### config.mk
export PLATFORM = sky130hd
export DESIGN_NAME = axil_mem_bridge
export DESIGN_NICKNAME = d
export VERILOG_FILES = /design/src/rtl/axil_mem_pkg.sv /design/src/rtl/axil_mem_bridge.sv
export SDC_FILE = /design/constraint.sdc
export NUM_CORES = 1
export LEC_CHECK = 0
export CORE_MARGIN = 3
export CORE_UTILIZATION = 30
export CTS_CLUSTER_DIAMETER = 200
export DETAILED_ROUTE_END_ITERATION = 8
export PLACE_DENSITY = 0.67
export SLEW_MARGIN = 10
export SYNTH_ARGS = -nofsm -noshare
export SYNTH_HDL_FRONTEND = slang
export SYNTH_SLANG_ARGS = --single-unit
### constraint.sdc
create_clock -name clk -period 2.2 [get_ports clk]
set_input_delay 0.44 -clock clk [delete_from_list [all_inputs] [get_ports clk]]
set_output_delay 0.44 -clock clk [all_outputs]
set_load 0.005 [all_outputs]
### src/rtl/axil_mem_pkg.sv
// Shared definitions for the AXI4-Lite to memory-bus bridge:
// FSM state encodings, AXI response codes and the arbitration helper.
package axil_mem_pkg;

  typedef enum logic [2:0] {
    ST_IDLE   = 3'd0,
    ST_MEM_WR = 3'd1,
    ST_MEM_RD = 3'd2,
    ST_B_RESP = 3'd3,
    ST_R_RESP = 3'd4
  } bridge_state_e;

  localparam logic [1:0] RESP_OKAY   = 2'b00;
  localparam logic [1:0] RESP_SLVERR = 2'b10;

  // Decide which side the next IDLE cycle offers ready to (1 = write, 0 = read).
  // Contention goes to the round-robin owner; a lone requester always wins;
  // with no requester the offer follows the round-robin owner.
  function automatic logic offer_write(input logic want_w, input logic want_r,
                                       input logic pri_write);
    if (want_w && want_r) return pri_write;
    if (want_w) return 1'b1;
    if (want_r) return 1'b0;
    return pri_write;
  endfunction

endpackage

### src/rtl/axil_mem_bridge.sv
// AXI4-Lite slave to single request/response memory bus bridge.
// One transaction in flight; AW and W captured independently, reads and
// writes arbitrated round-robin, every output registered.
// Valid/ready: a transfer happens on a rising clk edge where valid and ready
// are both 1; valid, once raised, holds with stable payload until that edge.
// Optional memory-response watchdog: define MEM_BRIDGE_TIMEOUT_EN.
module axil_mem_bridge
  import axil_mem_pkg::*;
#(
  parameter int ADDR_WIDTH     = 32,
  parameter int DATA_WIDTH     = 32,
  parameter int TIMEOUT_CYCLES = 1024
) (
  input  logic                    clk,
  input  logic                    rstn,
  input  logic                    s_awvalid,
  output logic                    s_awready,
  input  logic [ADDR_WIDTH-1:0]   s_awaddr,
  input  logic [2:0]              s_awprot,
  input  logic                    s_wvalid,
  output logic                    s_wready,
  input  logic [DATA_WIDTH-1:0]   s_wdata,
  input  logic [DATA_WIDTH/8-1:0] s_wstrb,
  output logic                    s_bvalid,
  input  logic                    s_bready,
  output logic [1:0]              s_bresp,
  input  logic                    s_arvalid,
  output logic                    s_arready,
  input  logic [ADDR_WIDTH-1:0]   s_araddr,
  input  logic [2:0]              s_arprot,
  output logic                    s_rvalid,
  input  logic                    s_rready,
  output logic [DATA_WIDTH-1:0]   s_rdata,
  output logic [1:0]              s_rresp,
  output logic                    mem_read,
  output logic                    mem_write,
  output logic [ADDR_WIDTH-1:0]   mem_address,
  output logic [DATA_WIDTH-1:0]   mem_write_data,
  output logic [DATA_WIDTH/8-1:0] mem_write_strb,
  input  logic [DATA_WIDTH-1:0]   mem_read_data,
  input  logic                    mem_response,
  output logic [2:0]              dbg_state
);

  bridge_state_e state;
  logic aw_held, w_held, pri_write;
  logic aw_hs, w_hs, ar_hs, aw_held_n, w_held_n;
  logic want_w, want_r, offer_now, offer_flip;
  logic wd_expired;

  assign aw_hs      = s_awvalid && s_awready;
  assign w_hs       = s_wvalid && s_wready;
  assign ar_hs      = s_arvalid && s_arready;
  assign aw_held_n  = aw_held | aw_hs;
  assign w_held_n   = w_held | w_hs;
  assign want_w     = s_awvalid | s_wvalid;
  assign want_r     = s_arvalid;
  assign offer_now  = offer_write(want_w, want_r, pri_write);
  assign offer_flip = offer_write(want_w, want_r, !pri_write);
  assign dbg_state  = state;

  // Protection bits and sub-word address bits have no meaning on the memory bus.
  logic unused_bits;
  assign unused_bits = ^{s_awprot, s_arprot, s_awaddr[1:0], s_araddr[1:0]};

`ifdef MEM_BRIDGE_TIMEOUT_EN
  localparam int CNT_W = $clog2(TIMEOUT_CYCLES + 1);
  logic [CNT_W-1:0] wd_cnt;
  assign wd_expired = (wd_cnt == CNT_W'(TIMEOUT_CYCLES - 1));

  // Watchdog: counts cycles spent waiting on the memory, restarts on every entry.
  always_ff @(posedge clk or negedge rstn) begin
    if (!rstn) wd_cnt <= '0;
    else if (state == ST_MEM_WR || state == ST_MEM_RD) wd_cnt <= wd_cnt + CNT_W'(1);
    else wd_cnt <= '0;
  end
`else
  // Without the watchdog the bridge waits on the memory indefinitely.
  assign wd_expired = 1'b0;
  logic unused_timeout;
  assign unused_timeout = (TIMEOUT_CYCLES != 0);
`endif

  // Bridge FSM: capture, arbitrate, drive the memory request, return B/R.
  always_ff @(posedge clk or negedge rstn) begin
    if (!rstn) begin
      state          <= ST_IDLE;
      aw_held        <= 1'b0;
      w_held         <= 1'b0;
      pri_write      <= 1'b1;
      s_awready      <= 1'b0;
      s_wready       <= 1'b0;
      s_arready      <= 1'b0;
      s_bvalid       <= 1'b0;
      s_bresp        <= RESP_OKAY;
      s_rvalid       <= 1'b0;
      s_rdata        <= '0;
      s_rresp        <= RESP_OKAY;
      mem_read       <= 1'b0;
      mem_write      <= 1'b0;
      mem_address    <= '0;
      mem_write_data <= '0;
      mem_write_strb <= '0;
    end else begin
      case (state)
        ST_IDLE: begin
          if (aw_hs) begin
            mem_address <= {s_awaddr[ADDR_WIDTH-1:2], 2'b00};
            aw_held     <= 1'b1;
          end
          if (w_hs) begin
            mem_write_data <= s_wdata;
            mem_write_strb <= s_wstrb;
            w_held         <= 1'b1;
          end
          if (aw_held_n && w_held_n) begin
            state     <= ST_MEM_WR;
            mem_write <= 1'b1;
            s_awready <= 1'b0;
            s_wready  <= 1'b0;
            s_arready <= 1'b0;
          end else if (aw_held_n || w_held_n) begin
            // Half a write is captured: finish it before any read is offered.
            s_awready <= !aw_held_n;
            s_wready  <= !w_held_n;
            s_arready <= 1'b0;
          end else if (ar_hs) begin
            mem_address <= {s_araddr[ADDR_WIDTH-1:2], 2'b00};
            state       <= ST_MEM_RD;
            mem_read    <= 1'b1;
            s_awready   <= 1'b0;
            s_wready    <= 1'b0;
            s_arready   <= 1'b0;
          end else begin
            s_awready <= offer_now;
            s_wready  <= offer_now;
            s_arready <= !offer_now;
          end
        end
        ST_MEM_WR: begin
          if (mem_response || wd_expired) begin
            mem_write <= 1'b0;
            s_bvalid  <= 1'b1;
            s_bresp   <= mem_response ? RESP_OKAY : RESP_SLVERR;
            state     <= ST_B_RESP;
          end
        end
        ST_MEM_RD: begin
          if (mem_response || wd_expired) begin
            mem_read <= 1'b0;
            s_rvalid <= 1'b1;
            s_rdata  <= mem_response ? mem_read_data : '0;
            s_rresp  <= mem_response ? RESP_OKAY : RESP_SLVERR;
            state    <= ST_R_RESP;
          end
        end
        ST_B_RESP: begin
          if (s_bready) begin
            s_bvalid  <= 1'b0;
            aw_held   <= 1'b0;
            w_held    <= 1'b0;
            pri_write <= !pri_write;
            s_awready <= offer_flip;
            s_wready  <= offer_flip;
            s_arready <= !offer_flip;
            state     <= ST_IDLE;
          end
        end
        ST_R_RESP: begin
          if (s_rready) begin
            s_rvalid  <= 1'b0;
            pri_write <= !pri_write;
            s_awready <= offer_flip;
            s_wready  <= offer_flip;
            s_arready <= !offer_flip;
            state     <= ST_IDLE;
          end
        end
        default: state <= ST_IDLE;
      endcase
    end
  end

endmodule

==> results.json, run 1 <==
{
  "status": "finished clean",
  "viasPerCell": 4.472,
  "rsz0062_at_grt": "no",
  "multi_input_area_um2": 2034,
  "vias": 3900,
  "skew_ns": 0.006189,
  "worst-setup-path-type": "in2reg",
  "cts_buffers": 17,
  "dr.pass1.iters": 4,
  "peakVddDrop_uv": 570.4,
  "seq_area_frac_synth": 0.5557,
  "period_share": 0.9449,
  "grt_remaining_overflow": 0,
  "die_x_um": 136.3,
  "maxSlewViolCount": 0,
  "ys_types": 40,
  "dieArea_um2": 18570,
  "port-buffer-count": 245,
  "die_h_um": 136.3,
  "num_antenna_cells": 0,
  "endpoint_kind": "register",
  "yosys-top-cells-count": "112 x dfrtp_1, 39 x mux2_2, 37 x nor2_1",
  "fin_ws_ns": 0.1212,
  "p_per_area_nw_per_um2": 1327,
  "hold_viol": 0,
  "htree_num_levels": 4,
  "dpl-instance-area_um2": 7853,
  "synth_top_area_cell": "dfrtp_1",
  "cts_sinks": 113,
  "area_growth_pct": 66.16,
  "ys.flop_type": "dfrtp_1",
  "setup_violations": 0,
  "hold_slack_ns": 0.4845,
  "insertion_delay_ns": 0.40,
  "grt_max_degree": 63,
  "gp_congestion": 0.7706,
  "dp_hpwl_mm": 10.57,
  "synthCells": 373,
  "synth_edf_count": 0,
  "drcViolationCount": 0,
  "maxCapViolations": 0,
  "grt_use_total": 0.1506,
  "nFillCells": 1419,
  "drtAntennaViolNets": 0,
  "syn_area_um2": 5091,
  "yosysTopAreaCellShare": 0.5505,
  "crit_path_start_kind": "primary input",
  "nNetsFinal": 792,
  "synthTopCellsByArea": "dfrtp_1 55%, mux2_2 8.6%, mux2_4 8.6%, mux2i_1 6.1%, a21oi_2 5.2%",
  "clk_pin_slew_ns": 0.05,
  "period_minus_slack_ns": 2.079,
  "tns_ns": 0,
  "yosysMostFrequentCell": "dfrtp_1",
  "wl_per_cell_um": 16.31,
  "layout.area.seq_um2": 2829,
  "fmax_ghz": 0.4811,
  "cts_tree": "built",
  "hold_path.class": "reg2reg",
  "synthArstFlopShare": 1.000,
  "dpl_worst_slack_ns": -0.3529,
  "routed_wl_mm": 14.22,
  "grt_first_pass_wirelength_mm": 21.80,
  "ys_ff_latch": 113,
  "finalPower_mw": 11.23,
  "crit_arrival_ns": 2.36,
  "cts_setup_buffers": 0,
  "final_cell_area_um2": 8459,
  "cp.required_ns": 2.49,
  "p_leak_nw": 3.675,
  "drtIter0Drc": 109,
  "yosysWarningCount": 0,
  "core-area_um2": 16230,
  "start_util": 0.3137,
  "cts_buffer_depth": 2,
  "num_rows": 46,
  "drive_gt1_frac": 0.2485,
  "antenna_found_initial": 0,
  "critPathMaxFanout": 18,
  "root_buffer": "clkbuf_16",
  "grt_pass1_vias": 4116,
  "avgSynthCellArea_um2": 13.65,
  "ios": 260
}
[what timing repair did]
action / 4_1_cts / 5_1_grt
gates resized for setup: 0 / 3
hold buffers: 1 / 0
endpoints found under the hold margin: 29 / 0
setup endpoints to repair: 0 / 28
[logic make-up (layout without fill, tap and decap cells)]
family,Yosys count,in the layout,share of synthesized area
AOI/OAI and AO/OA,60,60,0.08970
muxes,99,99,0.2327
other,1,4,0.0007366
and+or+nand+nor,68,68,0.06513
xor gates and xnor gates,1,1,0.001721
DFF,113,113,0.5557
buffers and inverters,29,309,0.04940
adders and majority gates,2,2,0.004914
[power breakdown]
group / switching (mW) / internal, mW
clock: 0.938 / 1.68
sequential: 0.570 / 3.12
combinational: 1.70 / 3.22
[critical path, cell delays in order]
cell and delay (ns):
clkdlybuf4s50_1 0.47, a21oi_2 0.19, inv_1 0.08, ha_1 0.21, nand4b_1 0.27, buf_4 0.22, buf_12 0.16, mux2i_1 0.23
a21oi_2 0.08
[metrics by stage]
step | utilization | std cells
after floorplan | - | 376
after global placement | 0.4838 | 839
after detailed placement | 0.4838 | 839
after CTS | 0.5190 | 871
after global routing | 0.5212 | 872
final | 0.5212 | 872
[final cells by class]
cell class                      count  area share
Sequential cell                   113      0.3344
Timing Repair Buffer              274      0.3251
Multi-Input combinational cell    234      0.2405
Clock buffer                       20     0.05280
Tap cell                          216     0.03195
Clock inverter                     11     0.01346
Inverter                            4    0.001775
[final timing paths]
kind | endpoint | slack [ns] | cells past startpoint | startpoint
worst min-delay path | w_held | 0.48 | 1 | w_held
max in group asynchronous | s_rdata[29] | 0.99 | 3 | rstn
min in group asynchronous | s_rdata[15] | 0.53 | 2 | rstn
worst max register to register | mem_address[22] | 0.27 | 8 | aw_held
worst min register to register | w_held | 0.48 | 1 | w_held
worst max-delay path | mem_address[22] | 0.12 | 9 | s_awvalid
[sequential cells by signal (all words and copies together), names as in the netlist]
signal,count
mem_write,1
s_arready,1
s_rvalid,1
s_awready,1
mem_read,1
aw_held,1
dbg_state,3
pri_write,1
s_bvalid,1
mem_write_data,32
w_held,1
mem_address,32
s_rdata,32
mem_write_strb,4
s_wready,1
[cells in the final DEF (no fill, tap or decap), types with 6 or more instances in the layout]
cell	count
clkdlybuf4s50_1	244
dfrtp_1	112
mux2_2	39
nor2_1	37
a21oi_2	31
mux2i_1	29
mux2_4	29
buf_4	23
clkbuf_16	18
nand2_1	9
a21oi_1	9
o21ai_0	7
nor2b_1	6
clkinv_2	6
[routing by layer]
layer / routed length, um / vias to the layer above / track usage
met2: 7213 / 157 / 0.2576
met4: 143 / 0 / 0.03919
met1: 5738 / 1892 / 0.1821
li1: - / 1838 / -
met5: 0 / - / 0
met3: 1127 / 13 / 0.05070
No activity file was read; power rests on OpenSTA's default activity.
==> inputs of run 2 (changes only) <==
--- a/config.mk
+++ b/config.mk
@@ -5,7 +5,7 @@
 export SDC_FILE = /design/constraint.sdc
 export NUM_CORES = 1
 export LEC_CHECK = 0
-export CORE_MARGIN = 3
+export CORE_MARGIN = 5
 export CORE_UTILIZATION = 30
 export CTS_CLUSTER_DIAMETER = 200
 export DETAILED_ROUTE_END_ITERATION = 8
==> results.json, run 2 (synthesized netlist as in run 1, its figures left out) <==
{
  "clk_pin_slew_ns": 0.05,
  "hold_path.class": "in2async",
  "drcViolationCount": 0,
  "worst-setup-path-type": "in2reg",
  "cts_tree": "built",
  "vias": 3822,
  "dp_hpwl_mm": 10.68,
  "reg_top3": "mem_address x32, mem_write_data x32, s_rdata x32",
  "p_leak_nw": 3.699,
  "grt_use_total": 0.1407,
  "viasPerCell": 4.363,
  "grt_first_pass_wirelength_mm": 21.89,
  "maxCapViolations": 0,
  "crit_path_start_kind": "primary input",
  "cts_buffers": 17,
  "routed_wl_mm": 13.94,
  "cts_buffer_depth": 2,
  "status": "finished clean",
  "nNetsFinal": 791,
  "slowest_stage": "clkdlybuf4s50_1",
  "finalPower_mw": 11.33,
  "cts_resized": 0,
  "num_antenna_cells": 0,
  "period_minus_slack_ns": 2.066,
  "wl_per_cell_um": 15.91,
  "port-buffer-count": 245,
  "hold_viol": 0,
  "fin_ws_ns": 0.1343,
  "grt_util_met2": 0.2437,
  "skew_ns": 0.008908,
  "grtUsageMet3": 0.05896,
  "htree_num_levels": 4,
  "grt.busiest_layer": "met2",
  "grt_pass1_vias": 4102,
  "ios": 260,
  "maxSlewViolCount": 0,
  "critical_path.top_delay_family": "buffers and inverters",
  "crit_arrival_ns": 2.34,
  "die_h_um": 140.3,
  "cp.required_ns": 2.48,
  "p_per_area_nw_per_um2": 1334,
  "drive_gt1_frac": 0.2424,
  "period_share": 0.9390,
  "core-area_um2": 16640,
  "endpoint_kind": "register",
  "insertion_delay_ns": 0.40,
  "critPathMaxFanout": 31,
  "drtIter0Drc": 90,
  "dpl_worst_slack_ns": -0.2868,
  "grt_max_degree": 53,
  "cts_sinks": 113,
  "critical_path_buf_inv_count": 3,
  "setup_violations": 0,
  "dr.pass1.iters": 4,
  "crit_chain": "clkdlybuf4s50_1, nand2_1, nand2b_1, inv_1, ha_1, nand4b_1, buf_12, mux2i_1, a21oi_2",
  "grt_remaining_overflow": 0,
  "gp_congestion": 0.8215,
  "antenna_found_initial": 1,
  "start_util": 0.3059,
  "fmax_ghz": 0.4841,
  "final_common_cell": "clkdlybuf4s50_1",
  "nFillCells": 1416,
  "root_buffer": "clkbuf_16",
  "drtAntennaViolNets": 0,
  "slowest_delay_ns": 0.50,
  "num_rows": 47,
  "die_x_um": 140.3,
  "area_growth_pct": 66.80,
  "peakVddDrop_uv": 564.6,
  "final_cell_mix": "244 x clkdlybuf4s50_1, 112 x dfrtp_1, 39 x mux2_2",
  "grt_use_met1": 0.1551,
  "dieArea_um2": 19680
}
## run 2: what timing repair did
action                                 4_1_cts  5_1_grt
setup endpoints to repair                    0       20
hold buffers                                 1        0
setup buffers                                0        2
endpoints found under the hold margin       27        0
## run 2: where the power goes
group	switching, mW	internal [mW]
registers	0.568	3.12
logic	1.71	3.27
clock network	0.915	1.75
total	3.20	8.13
## run 2: per-layer routing
metal | up-vias | wire (um)
met5 | - | 13
met1 | 1824 | 5422
met2 | 149 | 7196
met4 | 2 | 175
met3 | 12 | 1129
li1 | 1835 | -
## run 2: path summary, 6_finish.rpt
check | slack (ns) | startpoint | depth (start not counted) | to
max | 0.13 | s_wvalid | 9 | mem_address[26]
min | 0.50 | rstn | 2 | mem_write_data[1]
max reg2reg | 0.26 | s_awready | 9 | mem_address[19]
min reg2reg | 0.50 | w_held | 1 | w_held
max in group asynchronous | 0.92 | rstn | 3 | s_rdata[25]
min in group clk | 0.50 | w_held | 1 | w_held
## run 2: layout make-up
cell class	instances	area, um2	area share
Sequential cell	113	2829	0.3331
Clock inverter	10	108.9	0.01282
Multi-Input combinational cell	234	2022	0.2381
Clock buffer	22	474.2	0.05584
Inverter	4	15.01	0.001768
Tap cell	220	275.3	0.03241
Timing Repair Buffer	273	2768	0.3259
## run 2: metrics by stage
step	hold WS, ns	instance area [um2]	setup TNS (ns)	util	std cells
after global routing	0.5046	8492	-0.006280	0.5103	876
after floorplan	0.1444	5102	0	-	376
after detailed placement	0.3977	7859	-8.260	0.4722	840
after global placement	0.3959	7859	-7.676	0.4722	840
final	0.4965	8492	0	0.5103	876
after CTS	0.5047	8452	0	0.5079	873
